**src/rtl/tt_um_uart_transmitter.sv**
```systemverilog
// UART transmit engine: serializes one byte per valid/ready handshake into
// start bit, DATA_BITS data bits LSB-first, optional parity bit, STOP_BITS stop bits.
//
// Optional feature macro: UART_PARITY_EN (compiles in the PARITY state and parity bit).
//
// Ports:
//   clk        system clock, rising edge
//   rst        synchronous active-high reset
//   ena        active-high enable; low freezes divider, bit counter, FSM and tx
//   data_in    byte to send, latched on accept (only [DATA_BITS-1:0] used)
//   valid_in   data_in is valid
//   ready_out  can accept a byte this cycle (combinational from state)
//   tx         registered serial output, idle high
//   busy       frame in progress
module tt_um_uart_transmitter #(
  parameter int unsigned CLK_DIV    = 16,
  parameter int unsigned DATA_BITS  = 8,
  parameter int unsigned STOP_BITS  = 1,
  parameter int unsigned PARITY_ODD = 0
) (
  input  logic       clk,
  input  logic       rst,
  input  logic       ena,
  input  logic [7:0] data_in,
  input  logic       valid_in,
  output logic       ready_out,
  output logic       tx,
  output logic       busy
);

  localparam int unsigned DivW = (CLK_DIV > 2) ? $clog2(CLK_DIV) : 1;
  localparam logic [DivW-1:0] DivMax = DivW'(CLK_DIV - 1);
  localparam logic [2:0] LastData = 3'(DATA_BITS - 1);
  localparam logic [2:0] LastStop = 3'(STOP_BITS - 1);

  // Elaboration-time parameter legality check.
  if (CLK_DIV < 2 || CLK_DIV > 65535 || DATA_BITS < 5 || DATA_BITS > 8 ||
      STOP_BITS < 1 || STOP_BITS > 2 || PARITY_ODD > 1) begin : g_bad_params
    $error("tt_um_uart_transmitter: illegal parameter value");
  end

  typedef enum logic [2:0] {
    StIdle,
    StStart,
    StData,
`ifdef UART_PARITY_EN
    StParity,
`endif
    StStop
  } state_e;

  state_e          state_q, state_d;
  logic [DivW-1:0] div_q, div_d;
  logic [2:0]      bit_q, bit_d;
  logic [7:0]      shift_q, shift_d;
  logic            tx_q, tx_d;
`ifdef UART_PARITY_EN
  logic            par_q, par_d;
`endif

  logic accept;
  logic wrap;

  assign ready_out = (state_q == StIdle) & ena & ~rst;
  assign accept    = valid_in & ready_out;
  assign busy      = (state_q != StIdle);
  assign tx        = tx_q;
  assign wrap      = (div_q == DivMax);

  always_comb begin
    state_d = state_q;
    div_d   = div_q;
    bit_d   = bit_q;
    shift_d = shift_q;
    tx_d    = tx_q;
`ifdef UART_PARITY_EN
    par_d   = par_q;
`endif
    // Divider free-runs while a frame is in progress; bit advance happens on wrap.
    if (state_q != StIdle) begin
      div_d = wrap ? '0 : div_q + 1'b1;
    end
    unique case (state_q)
      StIdle: begin
        tx_d  = 1'b1;
        div_d = '0;
        if (accept) begin
          state_d                  = StStart;
          shift_d                  = '0;
          shift_d[DATA_BITS-1:0]   = data_in[DATA_BITS-1:0];
`ifdef UART_PARITY_EN
          par_d = (^data_in[DATA_BITS-1:0]) ^ 1'(PARITY_ODD);
`endif
        end
      end
      StStart: begin
        tx_d = 1'b0;
        if (wrap) state_d = StData;
      end
      StData: begin
        tx_d = shift_q[0];
        if (wrap) begin
          shift_d = shift_q >> 1;
          if (bit_q == LastData) begin
            bit_d = '0;
`ifdef UART_PARITY_EN
            state_d = StParity;
`else
            state_d = StStop;
`endif
          end else begin
            bit_d = bit_q + 1'b1;
          end
        end
      end
`ifdef UART_PARITY_EN
      StParity: begin
        tx_d = par_q;
        if (wrap) state_d = StStop;
      end
`endif
      StStop: begin
        tx_d = 1'b1;
        // Bit counter is reused to count stop-bit periods.
        if (wrap) begin
          if (bit_q == LastStop) begin
            bit_d   = '0;
            state_d = StIdle;
          end else begin
            bit_d = bit_q + 1'b1;
          end
        end
      end
      default: state_d = StIdle;
    endcase
  end

  always_ff @(posedge clk) begin
    if (rst) begin
      state_q <= StIdle;
      div_q   <= '0;
      bit_q   <= '0;
      shift_q <= '0;
      tx_q    <= 1'b1;
`ifdef UART_PARITY_EN
      par_q   <= 1'b0;
`endif
    end else if (ena) begin
      state_q <= state_d;
      div_q   <= div_d;
      bit_q   <= bit_d;
      shift_q <= shift_d;
      tx_q    <= tx_d;
`ifdef UART_PARITY_EN
      par_q   <= par_d;
`endif
    end
  end

endmodule

```
**config.mk**
```make
export PLATFORM = sky130hd
export DESIGN_NAME = tt_um_uart_transmitter
export DESIGN_NICKNAME = d
export VERILOG_FILES = /design/src/rtl/tt_um_uart_transmitter.sv
export SDC_FILE = /design/constraint.sdc
export NUM_CORES = 1
export LEC_CHECK = 0
export CORE_MARGIN = 3
export CORE_UTILIZATION = 53
export DETAILED_ROUTE_END_ITERATION = 7
export HOLD_SLACK_MARGIN = 0.05
export PLACE_DENSITY_LB_ADDON = 0.15
export SLEW_MARGIN = 20
export SYNTH_ARGS = -nofsm -noshare
export SYNTH_HDL_FRONTEND = slang
export SYNTH_SLANG_ARGS = --single-unit
```
**constraint.sdc**
```tcl
create_clock -name clk -period 1.8 [get_ports clk]
set_input_delay 0.36 -clock clk [delete_from_list [all_inputs] [get_ports clk]]
set_output_delay 0.36 -clock clk [all_outputs]
set_load 0.005 [all_outputs]
```
After elaboration in Yosys (flattened, before gate mapping)
Index checks and enable logic that the tools add are counted.
{"block": "totals", "elab_cells": 54, "in_bits": 12, "mem_bits_rw": 0, "latchBits": 0, "n_memories": 0, "out_inout_bits": 3, "mem_bits_ro": 0, "register_bits": 19}
{"block": "op_classes", "multipliers": 0, "n_eq_ne": 11, "n_lt_le_gt_ge": 0, "shifts": 0, "n_reduce_logical": 13, "n_addsub": 2, "div_mod_pow": 0, "n_bitwise": 4, "muxes": 19}
{"operator": "2-to-1 mux 3 bit", "n": 10}
{"operator": "2-to-1 mux 8 bit", "n": 2}
{"operator": "one-hot mux 8 bit (2 select lines)", "n": 1}
{"operator": "2-to-1 mux 4 bit", "n": 3}
{"operator": "inequality test 2 bit, second input constant", "n": 6}
{"operator": "one-hot mux 3 bit (4 select lines)", "n": 1}
{"operator": "AND reduction 4 bit", "n": 2}
{"operator": "AND reduction 7 bit", "n": 1}
{"operator": "equality test 3 x 2 -> 1 bit, second input constant", "n": 2}
{"operator": "logical NOT 3 bit", "n": 2}
{"operator": "one-hot mux 3 bit (2 select lines)", "n": 1}
{"operator": "nonzero test 2 bit", "n": 3}
{"operator": "nonzero test 3 bit", "n": 2}
{"operator": "adder 4 x 1 -> 4 bit, second input constant", "n": 1}
{"operator": "equality test 4 bit, second input constant", "n": 1}
{"operator": "AND reduction 2 bit", "n": 2}
{"operator": "adder 3 x 1 -> 3 bit, second input constant", "n": 1}
{"operator": "AND 1 bit", "n": 3}
{"operator": "equality test 3 x 1 -> 1 bit, second input constant", "n": 1}
{"operator": "equality test 3 bit, second input constant", "n": 1}
{"operator": "one-hot mux 1 bit (3 select lines)", "n": 1}
{"operator": "OR reduction 2 bit", "n": 1}
{"operator": "inverter 1 bit", "n": 1}

Depth between registers and ports, before layout
{"block": "logic_depth", "word_depth": 6, "depth_mapped": 7, "ltp_nobuf": 6}

Least setup slack after synthesis
No wires, ideal clock.
{"block": "synth_path", "kind": "register to register", "start": "register state_q[0]", "end": "register state_q[0]", "synth_period_minus_slack_ns": 1.587, "setup_time_ns": 0.087, "stages_incl_launch_ff": 6, "path_slack_ns": 0.213, "path_buffers": 0, "required_time_ns": 1.713, "arrival_time_ns": 1.499, "cell_sequence": "dfxtp_1 inv_1 ha_1 o31a_1 or4_1 o31ai_1"}
{"block": "synth_via", "elab_chain_len": 6, "word_cells_on_any_way": 15, "cone_classes": "eq/ne (9); mux (1); bitwise (3); reduce/logical (2)"}
{"element": "start: declaration", "line_no": "52", "text": "state_e state_q, state_d;"}
{"element": "start signal: assignment", "line_no": "140", "text": "state_q <= StIdle;"}
{"element": "start signal: assignment", "line_no": "149", "text": "state_q <= state_d;"}
{"element": "logical NOT 3 bit", "line_no": "64, 83"}
{"element": "AND 1 bit (2 in a row)", "line_no": "64", "text": "assign ready_out = (state_q == StIdle) & ena & ~rst;"}
{"element": "AND 1 bit", "line_no": "65", "text": "assign accept = valid_in & ready_out;"}
{"element": "inequality test 2 bit (no source line)"}
{"element": "AND reduction 7 bit (no source line)"}
Parallel ways exist; a longest one is shown, timed or not.
A chain may end at the register's enable or synchronous reset.

Worst setup path after layout
{"block": "layout_path", "start": "register state_q[1]", "end": "register state_q[0]"}
Same word-level chain as after synthesis.

==> parameters.txt <==
Parameter                              Value

Synth
  Mux contribution to synthesized area ... under 10%
  Area fraction of the dominant cell type after synthesis ... ~34%
  Nets in the synthesized netlist ... approximately 140
  Post-synth top area cell ... sky130_fd_sc_hd__dfxtp_1
  Combinational family with the most area after synthesis ... compound AO/OA/AOI/OAI gates
  Post-synthesis sequential area ratio ... 34.0%
  Compound-Gate Fraction of Synth Area ... between 20% and 30%
  Synth Flop Type ... sky130_fd_sc_hd__dfxtp_1
  Cells after Synth ... 116
  Total standard cell area after synthesis ... between 1000 and 1500 um^2
  Post-Synth Adder-Cell Area ... between 10% and 20%
  Most instantiated cells after synthesis ... sky130_fd_sc_hd__dfxtp_1 (18), sky130_fd_sc_hd__nor2_1 (12), sky130_fd_sc_hd__mux2i_1 (10)
  Post-Synth XOR/XNOR Area ... 0%
  Number of synthesized flops with an enable pin ... 0
  Count of cell types in the netlist ... 31
  Synthesis-stage register bit count ... 18
  YS warnings ... 0
  Simple-gate share of the synthesized area ... approximately 18%
  Cell types occupying the most area after synthesis ... sky130_fd_sc_hd__dfxtp_1 (34%), sky130_fd_sc_hd__ha_1 (11%), sky130_fd_sc_hd__mux2i_1 (9.4%), sky130_fd_sc_hd__a211oi_2 (8.3%), sky130_fd_sc_hd__nor2_1 (4.2%)
  Dominant cell by count in the synthesized netlist ... sky130_fd_sc_hd__dfxtp_1
  Average size of a mapped cell ... roughly 9 um^2
  Share of synthesized registers carrying an async set or reset ... 0%

Hold path
  Class of the worst hold path ... flop to flop
  WHS Path Cells ... 2

Clock tree
  Clock latency of the later-clocked register in the worst-skew pair ... 0.30 ns
  Clock buffer count from CTS ... 3
  CTS max path bufs ... 2
  Count of hold-fix buffers inserted at cts ... 0
  CTS tree ... built
  Clock slew seen by the registers of the worst setup and hold paths ... 0.11 ns
  H-tree levels ... 1
  Clock sink count ... 18
  Clock Root Buffer ... sky130_fd_sc_hd__clkbuf_4

Placement
  Count of input and output buffers ... 14
  Pre-CTS setup slack ... -0.140 ns
  Final Wtd Congestion ... 0.791
  Total half-perimeter wirelength after legalization and detailed placement ... between 1500 and 2000 um

Die
  Chip height ... around 50 um
  Chip Width ... approximately 50 um
  Number of placement rows ... 15
  Std-Cell Core Area ... about 1800 um^2
  Total Die Area ... roughly 2600 um^2
  Initial Utilization ... approximately three fifths
  IO Pins ... 15

GRT
  Pin count of the biggest net entering global routing ... 17
  All-Layer GR Usage ... approximately 20%
  Global-route wire length before repair ... 3910 um
  Via count of the first global-routing pass ... approximately 920
  Remaining global-route overflow ... 0
  Number of antenna violations at the first check in global routing ... 0

Detailed routing
  Routed via count ... 894
  Routed wirelength normalized by instance count ... 13.4 um
  Total detailed-routing wirelength ... between 2000 and 2500 um
  Via/cell ratio ... between 5 and 6
  DRC viols ... 0
  Antenna Violating Nets Remaining ... 0
  Initial DRC Count ... 9
  First drt pass iteration count ... 4

Final layout
  Post-synthesis to final-layout area growth ... 23.9%
  Number of nets at the end of the flow ... roughly 160
  Diodes inserted ... 0
  Layout cell share with drive strength beyond 1 ... between 20% and 30%

Power
  Switching share of total power ... ~28%
  Cell-internal power ... 0.666 mW
  Clock group share of total power ... 27.7%
  Flop pwr share ... between 40% and 50%
  Cell Pwr Density ... around 700 nW/um^2
  Switch Pwr ... 0.256 mW
  Maximum vdd ir drop ... just under 0.0007 V
  Logic gate share of total power ... around a quarter
  Leakage ... 0.513 nW
  Total power draw ... roughly 0.92 mW

Setup path
  Data required, critical path ... 2.01 ns
  CP Launch Type ... flop
  Worst Path Max Fanout ... 7
  Classification of the worst setup path ... flop to flop
  Arrival time of the worst setup path ... 1.94 ns
  Type of destination of the critical path ... flop
  Reg2Reg Depth ... 5

Run
  Maximum capacitance violations ... 0

Status
  Outcome ... finished, final reports clean

Timing
  Fraction of the cycle the final worst path needs ... a little over nine tenths
  Final Slew Violations ... 0
  Worst Tran Pin Value ... about 0.31 ns
  Layout Skew ... 0.0110 ns
  Number of endpoints with negative hold slack in the final report ... 0
  Maximum frequency from static timing analysis ... between 500 and 600 MHz
  Final critical path time including I/O delays and setup ... 1.73 ns
  Final Worst Setup Slack ... roughly 0.071 ns
  RSZ-0062 raised after global routing ... no
  Setup violations, final ... 0
  Slew headroom ... between 70% and 80%
registers in the layout, indices dropped and copies added, names as in the netlist:
| register | flops |
|---|---|
| shift_q | 8 |
| div_q | 4 |
| bit_q | 3 |
| state_q | 2 |
| tx | 1 |
worst paths after layout:
check	slack, ns	to	from
worst max-delay path	0.07	state_q[0]$_SDFFE_PP0P_	state_q[1]$_SDFFE_PP0P_
worst min-delay path	0.48	div_q[1]$_SDFFE_PP0P_	div_q[1]$_SDFFE_PP0P_
worst max register to register	0.07	state_q[0]$_SDFFE_PP0P_	state_q[1]$_SDFFE_PP0P_
worst min register to register	0.48	div_q[1]$_SDFFE_PP0P_	div_q[1]$_SDFFE_PP0P_
what timing repair did:
item,in CTS,in global routing
setup endpoints to repair,3,1
buffers inserted,2,0
pin swaps,0,0
resized for setup,7,2
metrics by stage:
step | hold slack (ns) | TNS, ns | cells | instance area, um^2 | util, %
floorplan | 0.436 | 0 | 116 | 1060 | -
global placement | 0.452 | -0.631 | 160 | 1260 | 70.1
detailed placement | 0.468 | -0.835 | 160 | 1260 | 70.1
CTS | 0.484 | 0 | 166 | 1320 | 73.2
global route | 0.502 | 0 | 166 | 1320 | 73.0
finish | 0.480 | 0 | 166 | 1320 | 73.0
cell usage in the layout, fill, tap and decap left out, drive strengths merged, types with 2 or more instances in the layout:
cell           instances
o21ai                  6
ha                     9
and2b                  2
clkdlybuf4s50         12
dfxtp                 18
a21oi                  7
mux2i                 10
o31ai                  2
nor3                   3
nor2                  13
a211oi                 7
buf                   12
nand2                  8
nand3                  5
clkbuf                 5
inv                    9
critical path: stages (launching register included):
cell and delay [ns]:
sky130_fd_sc_hd__dfxtp_2 0.34, sky130_fd_sc_hd__buf_4 0.13, sky130_fd_sc_hd__ha_1 0.26, sky130_fd_sc_hd__o31a_1 0.31
sky130_fd_sc_hd__or4_1 0.52, sky130_fd_sc_hd__o31ai_1 0.09
logic make-up after synthesis:
kind of cell             count (synthesis)
AO/OA/AOI/OAI                           27
adder cells (fa/ha/maj)                  9
flip-flops                              18
AND/OR/NAND/NOR                         38
multiplexers                            10
buffers and inverters                   14
power by group through the flow:
stage | Sequential, mW | Clock, mW | Combinational [mW]
after floorplan | 0.450 | 0 | 0.144
after global placement | 0.452 | 0 | 0.210
after detailed placement | 0.453 | 0 | 0.217
after CTS | 0.443 | 0.263 | 0.223
after global routing | 0.448 | 0.287 | 0.244
final | 0.443 | 0.256 | 0.223
layer usage:
layer  GRT usage (%)  vias up  wire length [um]
met3            5.04        4                76
met1            22.9      415               999
met2            35.2       17              1110
met4            8.07        0                35
li1                -      458                 -
met5               0        -                 0
layout make-up:
cell class,instances,area [um^2]
fill,159,487
timing repair buffer,26,224
multi-input combinational,84,624
clock buffer,4,36.3
inverter,9,33.8
tap,25,31.3
sequential,18,365
No activity file was read; power rests on OpenSTA's default activity.
